**src/rtl/ibex_mem_arbiter.sv**
```systemverilog
// rtl/ibex_mem_arbiter.sv - shares one req/gnt/rvalid memory port between ibex fetch and LSU
// Optional stall counters: define IBEX_MEM_ARB_PERF_EN.
module ibex_mem_arbiter #(
  parameter int unsigned MaxOutstanding = 2,
  parameter logic        ResetGrantData = 1'b1
) (
  input  logic        clk_i,
  input  logic        rst_ni,
  input  logic        instr_req_i,
  output logic        instr_gnt_o,
  output logic        instr_rvalid_o,
  input  logic [31:0] instr_addr_i,
  output logic [31:0] instr_rdata_o,
  output logic        instr_err_o,
  input  logic        data_req_i,
  output logic        data_gnt_o,
  output logic        data_rvalid_o,
  input  logic        data_we_i,
  input  logic [3:0]  data_be_i,
  input  logic [31:0] data_addr_i,
  input  logic [31:0] data_wdata_i,
  output logic [31:0] data_rdata_o,
  output logic        data_err_o,
  output logic        mem_req_o,
  input  logic        mem_gnt_i,
  input  logic        mem_rvalid_i,
  output logic        mem_we_o,
  output logic [3:0]  mem_be_o,
  output logic [31:0] mem_addr_o,
  output logic [31:0] mem_wdata_o,
  input  logic [31:0] mem_rdata_i,
  input  logic        mem_err_i
`ifdef IBEX_MEM_ARB_PERF_EN
  ,
  output logic [31:0] instr_stall_cnt_o,
  output logic [31:0] data_stall_cnt_o
`endif
);

  localparam int unsigned CntW = $clog2(MaxOutstanding + 1);
  localparam int unsigned PtrW = (MaxOutstanding > 1) ? $clog2(MaxOutstanding) : 1;
  localparam logic [CntW-1:0] CntMax  = CntW'(MaxOutstanding);
  localparam logic [PtrW-1:0] PtrLast = PtrW'(MaxOutstanding - 1);

  logic [MaxOutstanding-1:0] fifo_q, fifo_d;
  logic [PtrW-1:0]           wptr_q, wptr_d, rptr_q, rptr_d;
  logic [CntW-1:0]           count_q, count_d;
  logic                      lock_q, lock_d, lock_owner_q, lock_owner_d, last_q, last_d;

  logic sel_data, sel_req, full, push, pop, head_data;

  // Owner bit: 0 = instruction side, 1 = data side.
  always_comb begin
    sel_data = 1'b0;
    if (lock_q) begin
      sel_data = lock_owner_q;
    end else if (instr_req_i && data_req_i) begin
      sel_data = ~last_q;
    end else begin
      sel_data = data_req_i;
    end
  end

  assign sel_req   = sel_data ? data_req_i : instr_req_i;
  assign full      = (count_q == CntMax);
  assign mem_req_o = rst_ni & sel_req & ~full;
  assign push      = mem_req_o & mem_gnt_i;
  assign pop       = rst_ni & mem_rvalid_i & (count_q != '0);
  assign head_data = fifo_q[rptr_q];

  assign instr_gnt_o    = push & ~sel_data;
  assign data_gnt_o     = push & sel_data;
  assign instr_rvalid_o = pop & ~head_data;
  assign data_rvalid_o  = pop & head_data;
  assign instr_rdata_o  = rst_ni ? mem_rdata_i : '0;
  assign data_rdata_o   = rst_ni ? mem_rdata_i : '0;
  assign instr_err_o    = rst_ni & mem_err_i;
  assign data_err_o     = rst_ni & mem_err_i;

  always_comb begin
    mem_we_o    = 1'b0;
    mem_be_o    = 4'h0;
    mem_addr_o  = '0;
    mem_wdata_o = '0;
    if (rst_ni) begin
      if (sel_data) begin
        mem_we_o    = data_we_i;
        mem_be_o    = data_be_i;
        mem_addr_o  = data_addr_i;
        mem_wdata_o = data_wdata_i;
      end else begin
        mem_be_o    = 4'hF;
        mem_addr_o  = instr_addr_i;
      end
    end
  end

  always_comb begin
    fifo_d       = fifo_q;
    wptr_d       = wptr_q;
    rptr_d       = rptr_q;
    count_d      = count_q;
    lock_d       = lock_q;
    lock_owner_d = lock_owner_q;
    last_d       = last_q;
    if (push) begin
      fifo_d[wptr_q] = sel_data;
      wptr_d         = (wptr_q == PtrLast) ? '0 : wptr_q + 1'b1;
      last_d         = sel_data;
      lock_d         = 1'b0;
    end else if (mem_req_o) begin
      // Pin the selection so the presented address stays stable until granted.
      lock_d       = 1'b1;
      lock_owner_d = sel_data;
    end
    if (pop) begin
      rptr_d = (rptr_q == PtrLast) ? '0 : rptr_q + 1'b1;
    end
    case ({push, pop})
      2'b10:   count_d = count_q + 1'b1;
      2'b01:   count_d = count_q - 1'b1;
      default: count_d = count_q;
    endcase
  end

  always_ff @(posedge clk_i or negedge rst_ni) begin
    if (!rst_ni) begin
      fifo_q       <= '0;
      wptr_q       <= '0;
      rptr_q       <= '0;
      count_q      <= '0;
      lock_q       <= 1'b0;
      lock_owner_q <= 1'b0;
      last_q       <= ResetGrantData;
    end else begin
      fifo_q       <= fifo_d;
      wptr_q       <= wptr_d;
      rptr_q       <= rptr_d;
      count_q      <= count_d;
      lock_q       <= lock_d;
      lock_owner_q <= lock_owner_d;
      last_q       <= last_d;
    end
  end

`ifdef IBEX_MEM_ARB_PERF_EN
  logic [31:0] instr_stall_q, instr_stall_d, data_stall_q, data_stall_d;

  always_comb begin
    instr_stall_d = instr_stall_q;
    data_stall_d  = data_stall_q;
    if (instr_req_i && !instr_gnt_o && (instr_stall_q != 32'hFFFF_FFFF)) begin
      instr_stall_d = instr_stall_q + 32'd1;
    end
    if (data_req_i && !data_gnt_o && (data_stall_q != 32'hFFFF_FFFF)) begin
      data_stall_d = data_stall_q + 32'd1;
    end
  end

  always_ff @(posedge clk_i or negedge rst_ni) begin
    if (!rst_ni) begin
      instr_stall_q <= '0;
      data_stall_q  <= '0;
    end else begin
      instr_stall_q <= instr_stall_d;
      data_stall_q  <= data_stall_d;
    end
  end

  assign instr_stall_cnt_o = instr_stall_q;
  assign data_stall_cnt_o  = data_stall_q;
`endif

`ifndef SYNTHESIS
  a_rvalid_has_owner: assert property (@(posedge clk_i) disable iff (!rst_ni)
    mem_rvalid_i |-> (count_q != '0))
    else $warning("ibex_mem_arbiter: response with no outstanding request dropped");
  a_locked_req_held: assert property (@(posedge clk_i) disable iff (!rst_ni)
    lock_q |-> (lock_owner_q ? data_req_i : instr_req_i))
    else $warning("ibex_mem_arbiter: requester dropped req while locked");
  a_count_range: assert property (@(posedge clk_i) disable iff (!rst_ni)
    (count_q <= CntMax));
  a_no_overflow: assert property (@(posedge clk_i) disable iff (!rst_ni)
    !(push && !pop && full));
`endif

endmodule

```
**config.mk**
```make
export PLATFORM = sky130hd
export DESIGN_NAME = ibex_mem_arbiter
export DESIGN_NICKNAME = d
export VERILOG_FILES = /design/src/rtl/ibex_mem_arbiter.sv
export SDC_FILE = /design/constraint.sdc
export NUM_CORES = 1
export LEC_CHECK = 0
export BUFFER_PORTS_ARGS = -buffer_cell sky130_fd_sc_hd__buf_2
export CORE_AREA = 4 4 106 108
export DETAILED_ROUTE_END_ITERATION = 10
export DIE_AREA = 0 0 110 112
export PLACE_DENSITY = 0.52
export SKIP_CTS_REPAIR_TIMING = 1
export SLEW_MARGIN = 20
export SYNTH_ARGS = -nofsm -noshare
export SYNTH_HDL_FRONTEND = slang
export SYNTH_SLANG_ARGS = --single-unit
```
**constraint.sdc**
```tcl
create_clock -name clk_i -period 4.3 [get_ports clk_i]
set_input_delay 1.29 -clock clk_i [delete_from_list [all_inputs] [get_ports clk_i]]
set_output_delay 1.29 -clock clk_i [all_outputs]
set_load 0.005 [all_outputs]
```
==> results.md, run 1 <==
* Final nets at 637
* CP Launch Type: input port
* Top delay family on crit path: buffers and inverters
* Initial antenna violation count at 0
* # setup viols final at 0
* Number of CTS-inserted buffers at 3
* Critical path data required time at 3010 ps
* GRT overflow at 0
* Hold Vio Cnt, Final at 0
* Worst-path clk slew at 40 ps
* First-pass GRT wire length at 12.0 mm
* DRC Markers at 0
* Wire per inst at 13.3 microns
* Drt total wl at 8.41 mm
* Hold path depth at 1
* FILL cells at 1152
* Top area cells in the synthesized netlist: buf_4 (15%), nand2_1 (14%), a21boi_0 (12%)
* # H-tree levels at 1
* Synth cell types at 31
* Initial drt markers at 136
* Post-synthesis sequential area ratio at 12.9%
* Final Wtd Congestion at 0.774
* Die ar. at 12300 sq um
* Worst path cell trace: buf_2 > nor2b_1 > a22o_2 > buf_4 > nand2_1 > a21boi_0 > buf_2
* CTS tree: yes
* Root buffer cell: clkbuf_8
* Flops & latches, synth at 9
* Max_cap viols at 0
* RSZ-0062 raised after global routing: false
* Hold Path Class: flop to flop
* Initial Util at 17.1%
* Via count at 2553
* Dpl hpwl at 7.16 mm
* Rows at 37
* Largest net degree at the start of global routing at 66
* Fin area at 3070 sq um
* CTS Sinks at 9
* Final WS setup at 543 ps
* CP max stage delay at 290 ps
* Synth Cell Area at 1750 sq um
* Cells on worst reg2reg path at 6
* Via/cell ratio at 4.05
* Fin crit period at 3760 ps
* Worst slack, placed at 516 ps
* Critical path class: input port to output port
* Yosys top cell area share at 15.4%
* Worst-Skew Late Latency at 230 ps
* PD cells at 375 nW/um^2
* Endpoint class of the critical path: output port
* Commonest cells after routing, fill and taps aside: buf_2 (279), nand2_1 (65), and3_1 (33), and2_1 (33), a21boi_0 (29)
* Buffers on Ports at 279
* Most common cell after layout, fill and taps aside: buf_2
* TNS Setup at 0 ps
* Synth area leader: buf_4
* Tcrit/Tclk final at 87.4%
* Slowest cell on crit path: buf_4
* Slew @ Worst Pin at 442 ps
* Yosys warning count at 0
* Worst Skew at 3.16 ps
* Synth Instances at 263
* Total GRT Usage at 11.7%
* Clock buffer depth at 2
* Slew HR at 70.5%
* Initial DRT Pass Iterations at 5
* Worst Path Buf+Inv at 3
* Fraction of layout instances using a drive strength above 1 at 59.4%
* VDD IR max at 0.384 mV
* Highest clock rate at 266 MHz
* Critical Path Stages at 7
* Worst-path maximum fanout at 37
* Outcome: finished, final reports clean
* Leak at 2.00 nW
* Dpl cell area at 3020 sq um
* Avg Cell Area, Syn at 6.66 sq um
* Die width at 110 microns
* Die height at 112 microns
* Antenna Violating Nets Remaining at 0
* Worst EP arrival at 2470 ps
* Ports at 280
* Synthesized net count at 404
* Slew Limit Fails at 0
* Ant diodes at 0
* Area grow syn2layout at 75.3%
* Core area at 10200 sq um
* Worst path most repeated cell: buf_2
* Vias in the first global route at 2453
==> sequential cells by signal, summed over array words and instances (netlist names) <==
register and count:
count_q 2, fifo_q 2, last_q 1, lock_owner_q 1, lock_q 1, rptr_q 1
wptr_q 1
==> routing by layer <==
layer | vias to the layer above | routed length, microns | global-route usage (%)
met5 | - | 0 | 0
met3 | 14 | 908 | 2.90
met2 | 129 | 4070 | 20.6
li1 | 1297 | - | -
met1 | 1113 | 3290 | 13.9
met4 | 0 | 146 | 3.24
==> layout make-up <==
type	count	area, sq um	share of cell area, %
clock buffers	4	45.0	1.47
multi-input cells	196	1170	38.2
well taps	136	170	5.54
repair buffers	284	1450	47.1
inverters	2	7.51	0.245
flip-flops and latches	9	226	7.38
==> synthesized netlist by cell type, drive strengths merged <==
| master | number |
|---|---|
| a22oi | 1 |
| nand2 | 66 |
| mux2i | 1 |
| nor2 | 4 |
| nand3b | 2 |
| ha | 1 |
| and2 | 33 |
| a22o | 1 |
| o211ai | 1 |
| o2111a | 1 |
| xnor2 | 4 |
| dfstp | 1 |
| buf | 39 |
| xor2 | 1 |
| dfrtp | 8 |
| and3 | 33 |
| nand2b | 1 |
| mux2 | 3 |
| a31oi | 2 |
| a21oi | 1 |
| inv | 2 |
| clkbuf | 17 |
| nor2b | 2 |
| o21a | 5 |
| a41oi | 1 |
| a21boi | 32 |
==> through the flow <==
step / instances / hold WS [ps] / power [W] / util [%]
detailed placement: 627 / 490 / 0.00107 / 29.6
CTS: 631 / 496 / 0.00117 / 30.0
global route: 631 / 526 / 0.00128 / 30.0
floorplan: 263 / 464 / 0.000709 / -
finish: 631 / 496 / 0.00115 / 30.0
global placement: 627 / 487 / 0.00105 / 29.6
==> worst paths after layout <==
path                                          from                      to  slack, ps
min in group asynchronous                   rst_ni      lock_q$_DFFE_PN0P_       1100
worst max-delay path                    data_req_i           mem_addr_o[0]        540
worst min register to register  rptr_q$_DFFE_PN0P_      rptr_q$_DFFE_PN0P_        500
worst max register to register  lock_q$_DFFE_PN0P_  count_q[1]$_DFFE_PN0P_       2370
max in group asynchronous                   rst_ni      last_q$_DFFE_PN1N_       2850
worst min-delay path            rptr_q$_DFFE_PN0P_      rptr_q$_DFFE_PN0P_        500
==> worst register-to-register path, cell delays in order, from the launching register on <==
cell      delay [ps]
dfrtp_1          440
mux2_1           340
o2111a_1         350
nand2_4          160
ha_1             260
nor2_1           140
xor2_1           150
==> cell families after synthesis <==
group           after synthesis  synth area share [%]
mux                           4                  2.93
buf+inv                      58                  20.4
xor+xnor                      5                  2.50
simple gates                141                  41.2
compound gates               45                  19.4
fa+ha+maj                     1                 0.715
flops                         9                  12.9
==> report_power, final <==
group / switching [W] / internal [W] / total (W)
combinational: 0.000466 / 0.000409 / 0.000875
clock: 0.0000328 / 0.0000646 / 0.0000973
sequential: 0.0000452 / 0.000133 / 0.000178
Note: power is estimated with default switching activity, not from simulation.
==> run 2, diff against run 1 <==
--- a/config.mk
+++ b/config.mk
@@ -9,7 +9,7 @@
 export CORE_AREA = 4 4 106 108
 export DETAILED_ROUTE_END_ITERATION = 10
 export DIE_AREA = 0 0 110 112
-export PLACE_DENSITY = 0.52
+export PLACE_DENSITY = 0.54
 export SKIP_CTS_REPAIR_TIMING = 1
 export SLEW_MARGIN = 20
 export SYNTH_ARGS = -nofsm -noshare
==> constraint.sdc (replaced) <==
create_clock -name clk_i -period 3.4 [get_ports clk_i]
set_input_delay 1.02 -clock clk_i [delete_from_list [all_inputs] [get_ports clk_i]]
set_output_delay 1.02 -clock clk_i [all_outputs]
set_load 0.005 [all_outputs]
==> run 2 against run 1 <==
Effect of this change: design area rose by 0.65%; first-iteration DRC count rose by 27%; cell count rose by 0.16%; global-route usage fell by 0.26 points; count of clock-buffer cells in the layout did not move; sequential power rose by 26%; total power rose by 28%; critical endpoint is now mem_addr_o[7]; largest cell class unchanged.
==> results.md, run 2 (synthesis gave the netlist of run 1 again) <==
* Outcome: finished, final reports clean
* Tcrit/Tclk final at 95.3%
* Buffers on Ports at 279 (unchanged)
* FILL cells at 1119 (-2.9%)
* PD cells at 476 nW/um^2 (+27%)
* CP max stage delay at 280 ps (about the same)
* Drt total wl at 8.05 mm (-4.3%)
* Vias in the first global route at 2395 (-2.4%)
* Worst EP arrival at 2220 ps (-250 ps)
* Initial antenna violation count at 0 (unchanged)
* CTS Sinks at 9 (unchanged)
* TNS Setup at 0 ps (unchanged)
* Initial drt markers at 173 (+27%)
* DRC Markers at 0 (unchanged)
* Worst Skew at 1.18 ps (-1.97 ps)
* Via/cell ratio at 4.06 (+0.39%)
* Via count at 2567 (+0.55%)
* RSZ-0062 raised after global routing: false
* Die height at 112 microns (unchanged)
* Worst-path maximum fanout at 33 (-11%)
* Ports at 280 (unchanged)
* Most common cell after layout, fill and taps aside: buf_2
* Fraction of layout instances using a drive strength above 1 at 59.5% (+0.082 points)
* Die ar. at 12300 sq um (unchanged)
* Critical path class: input port to output port
* Endpoint class of the critical path: output port
* Ant diodes at 0 (unchanged)
* Post-route total power at 0.00147 W (+28%)
* Util after Layout at 30.2% (+0.20 points)
* Multi-input gate area at 1170 sq um (unchanged)
* Int Pwr at 0.000788 W (+30%)
* Antenna Violating Nets Remaining at 0 (unchanged)
* Final nets at 638 (+0.16%)
* Switching part of the total at 46.5% (-0.84 points)
* Critical path data required time at 2380 ps (-630 ps)
* Worst-path clk slew at 40 ps (about the same)
* Worst-Skew Late Latency at 230 ps (about the same)
* Core area at 10200 sq um (unchanged)
* Register area at 226 sq um (unchanged)
* Area grow syn2layout at 76.5%
* Highest clock rate at 309 MHz
* # H-tree levels at 1 (unchanged)
* VDD IR max at 0.441 mV (+15%)
* Sequential power share at 15.3% (-0.2 points)
* # setup viols final at 0 (unchanged)
* Worst path most repeated cell: buf_2
* Hold Path Class: flop to flop
* Initial DRT Pass Iterations at 4 (-1)
* Dpl hpwl at 6.94 mm (-3.1%)
* Slowest cell on crit path: a21boi_0
* CP Launch Type: input port
* Final Wtd Congestion at 0.839 (+8.4%)
* Die width at 110 microns (unchanged)
* GRT overflow at 0 (unchanged)
* Fin crit period at 3240 ps
* Slew Limit Fails at 0 (unchanged)
* Clock network power share at 8.4% (about the same)
* Commonest cells after routing, fill and taps aside: buf_2 (279), nand2_1 (65), and3_1 (33), and2_1 (33), a21boi_0 (29)
* Worst path cell trace: buf_2 > nor2b_1 > a22o_2 > buf_12 > nand2_1 > a21boi_0 > buf_2
* CTS tree: yes
* Net Switching at 0.000684 W (+26%)
* Wire per inst at 12.7 microns (-4.5%)
* Total GRT Usage at 11.5% (-0.26 points)
* Number of CTS-inserted buffers at 3 (unchanged)
* Max_cap viols at 0 (unchanged)
* Root buffer cell: clkbuf_8
* Slew HR at 70.3% (-0.20 points)
* Initial Util at 17.1% (unchanged)
* Rows at 37 (unchanged)
* Logic gate share of total power at 76.3% (+0.2 points)
* Leak at 2.01 nW (+0.46%)
* Slew @ Worst Pin at 445 ps (+3.05 ps)
* Final WS setup at 161 ps (-382 ps)
* First-pass GRT wire length at 11.8 mm (-2.3%)
* Largest net degree at the start of global routing at 68 (+3.0%)
* Clock buffer depth at 2 (unchanged)
* Hold Vio Cnt, Final at 0 (unchanged)
* Biggest regs: count_q (2), fifo_q (2)
* Worst slack, placed at 170 ps (-347 ps)
run 2: cell count changes in the layout (fill, tap and decap cells not counted):
cell,before,now
buf_12,1,2
run 2: layout make-up:
cell class / instances / area share, %
well taps: 136 / 5.51
clock buffers: 4 / 1.46
inverters: 2 / 0.243
repair buffers: 285 / 47.5
flip-flops and latches: 9 / 7.33
multi-input cells: 196 / 38.0
run 2: final timing paths:
check	from	to	slack, ps	cells past startpoint
setup / recovery	data_req_i	mem_addr_o[7]	160	7
hold reg to reg	count_q[1]$_DFFE_PN0P_	count_q[1]$_DFFE_PN0P_	500	1
max in group asynchronous	rst_ni	fifo_q[0]$_DFFE_PN0P_	2350	2
hold / removal	count_q[1]$_DFFE_PN0P_	count_q[1]$_DFFE_PN0P_	500	1
min in group asynchronous	rst_ni	wptr_q$_DFFE_PN0N_	720	2
setup reg to reg	lock_q$_DFFE_PN0P_	count_q[1]$_DFFE_PN0P_	1470	6
run 2: per-stage QoR:
| stage | cells | cell area, sq um | hold slack, ps |
|---|---|---|---|
| 2_1_floorplan | 263 | 1750 | 464 |
| 3_3_place_gp | 628 | 3040 | 486 |
| 3_5_place_dp | 628 | 3040 | 499 |
| 4_1_cts | 632 | 3090 | 505 |
| 5_1_grt | 632 | 3090 | 527 |
| 6_report | 632 | 3090 | 499 |
run 2: layer usage:
metal / GRT usage, % / part of all wire, %
met1: 13.4 / 38
met2: 21.2 / 51
met3: 1.97 / 10
met4: 2.74 / 0.81
met5: 0 / 0
run 2: power groups by stage:
stage	logic (W)	registers, W	clock network, W
finish	0.00112	0.000225	0.000124
global route	0.00127	0.000235	0.000134
global placement	0.00113	0.000223	0
CTS	0.00114	0.000225	0.000128
floorplan	0.000687	0.000209	0
detailed placement	0.00114	0.000227	0
run 2: worst max-delay path, delay by kind of cell:
family                 cells  cell delay [ps]
buffers and inverters      3              450
AO/OA/AOI/OAI              2              480
AND/OR/NAND/NOR            2              240
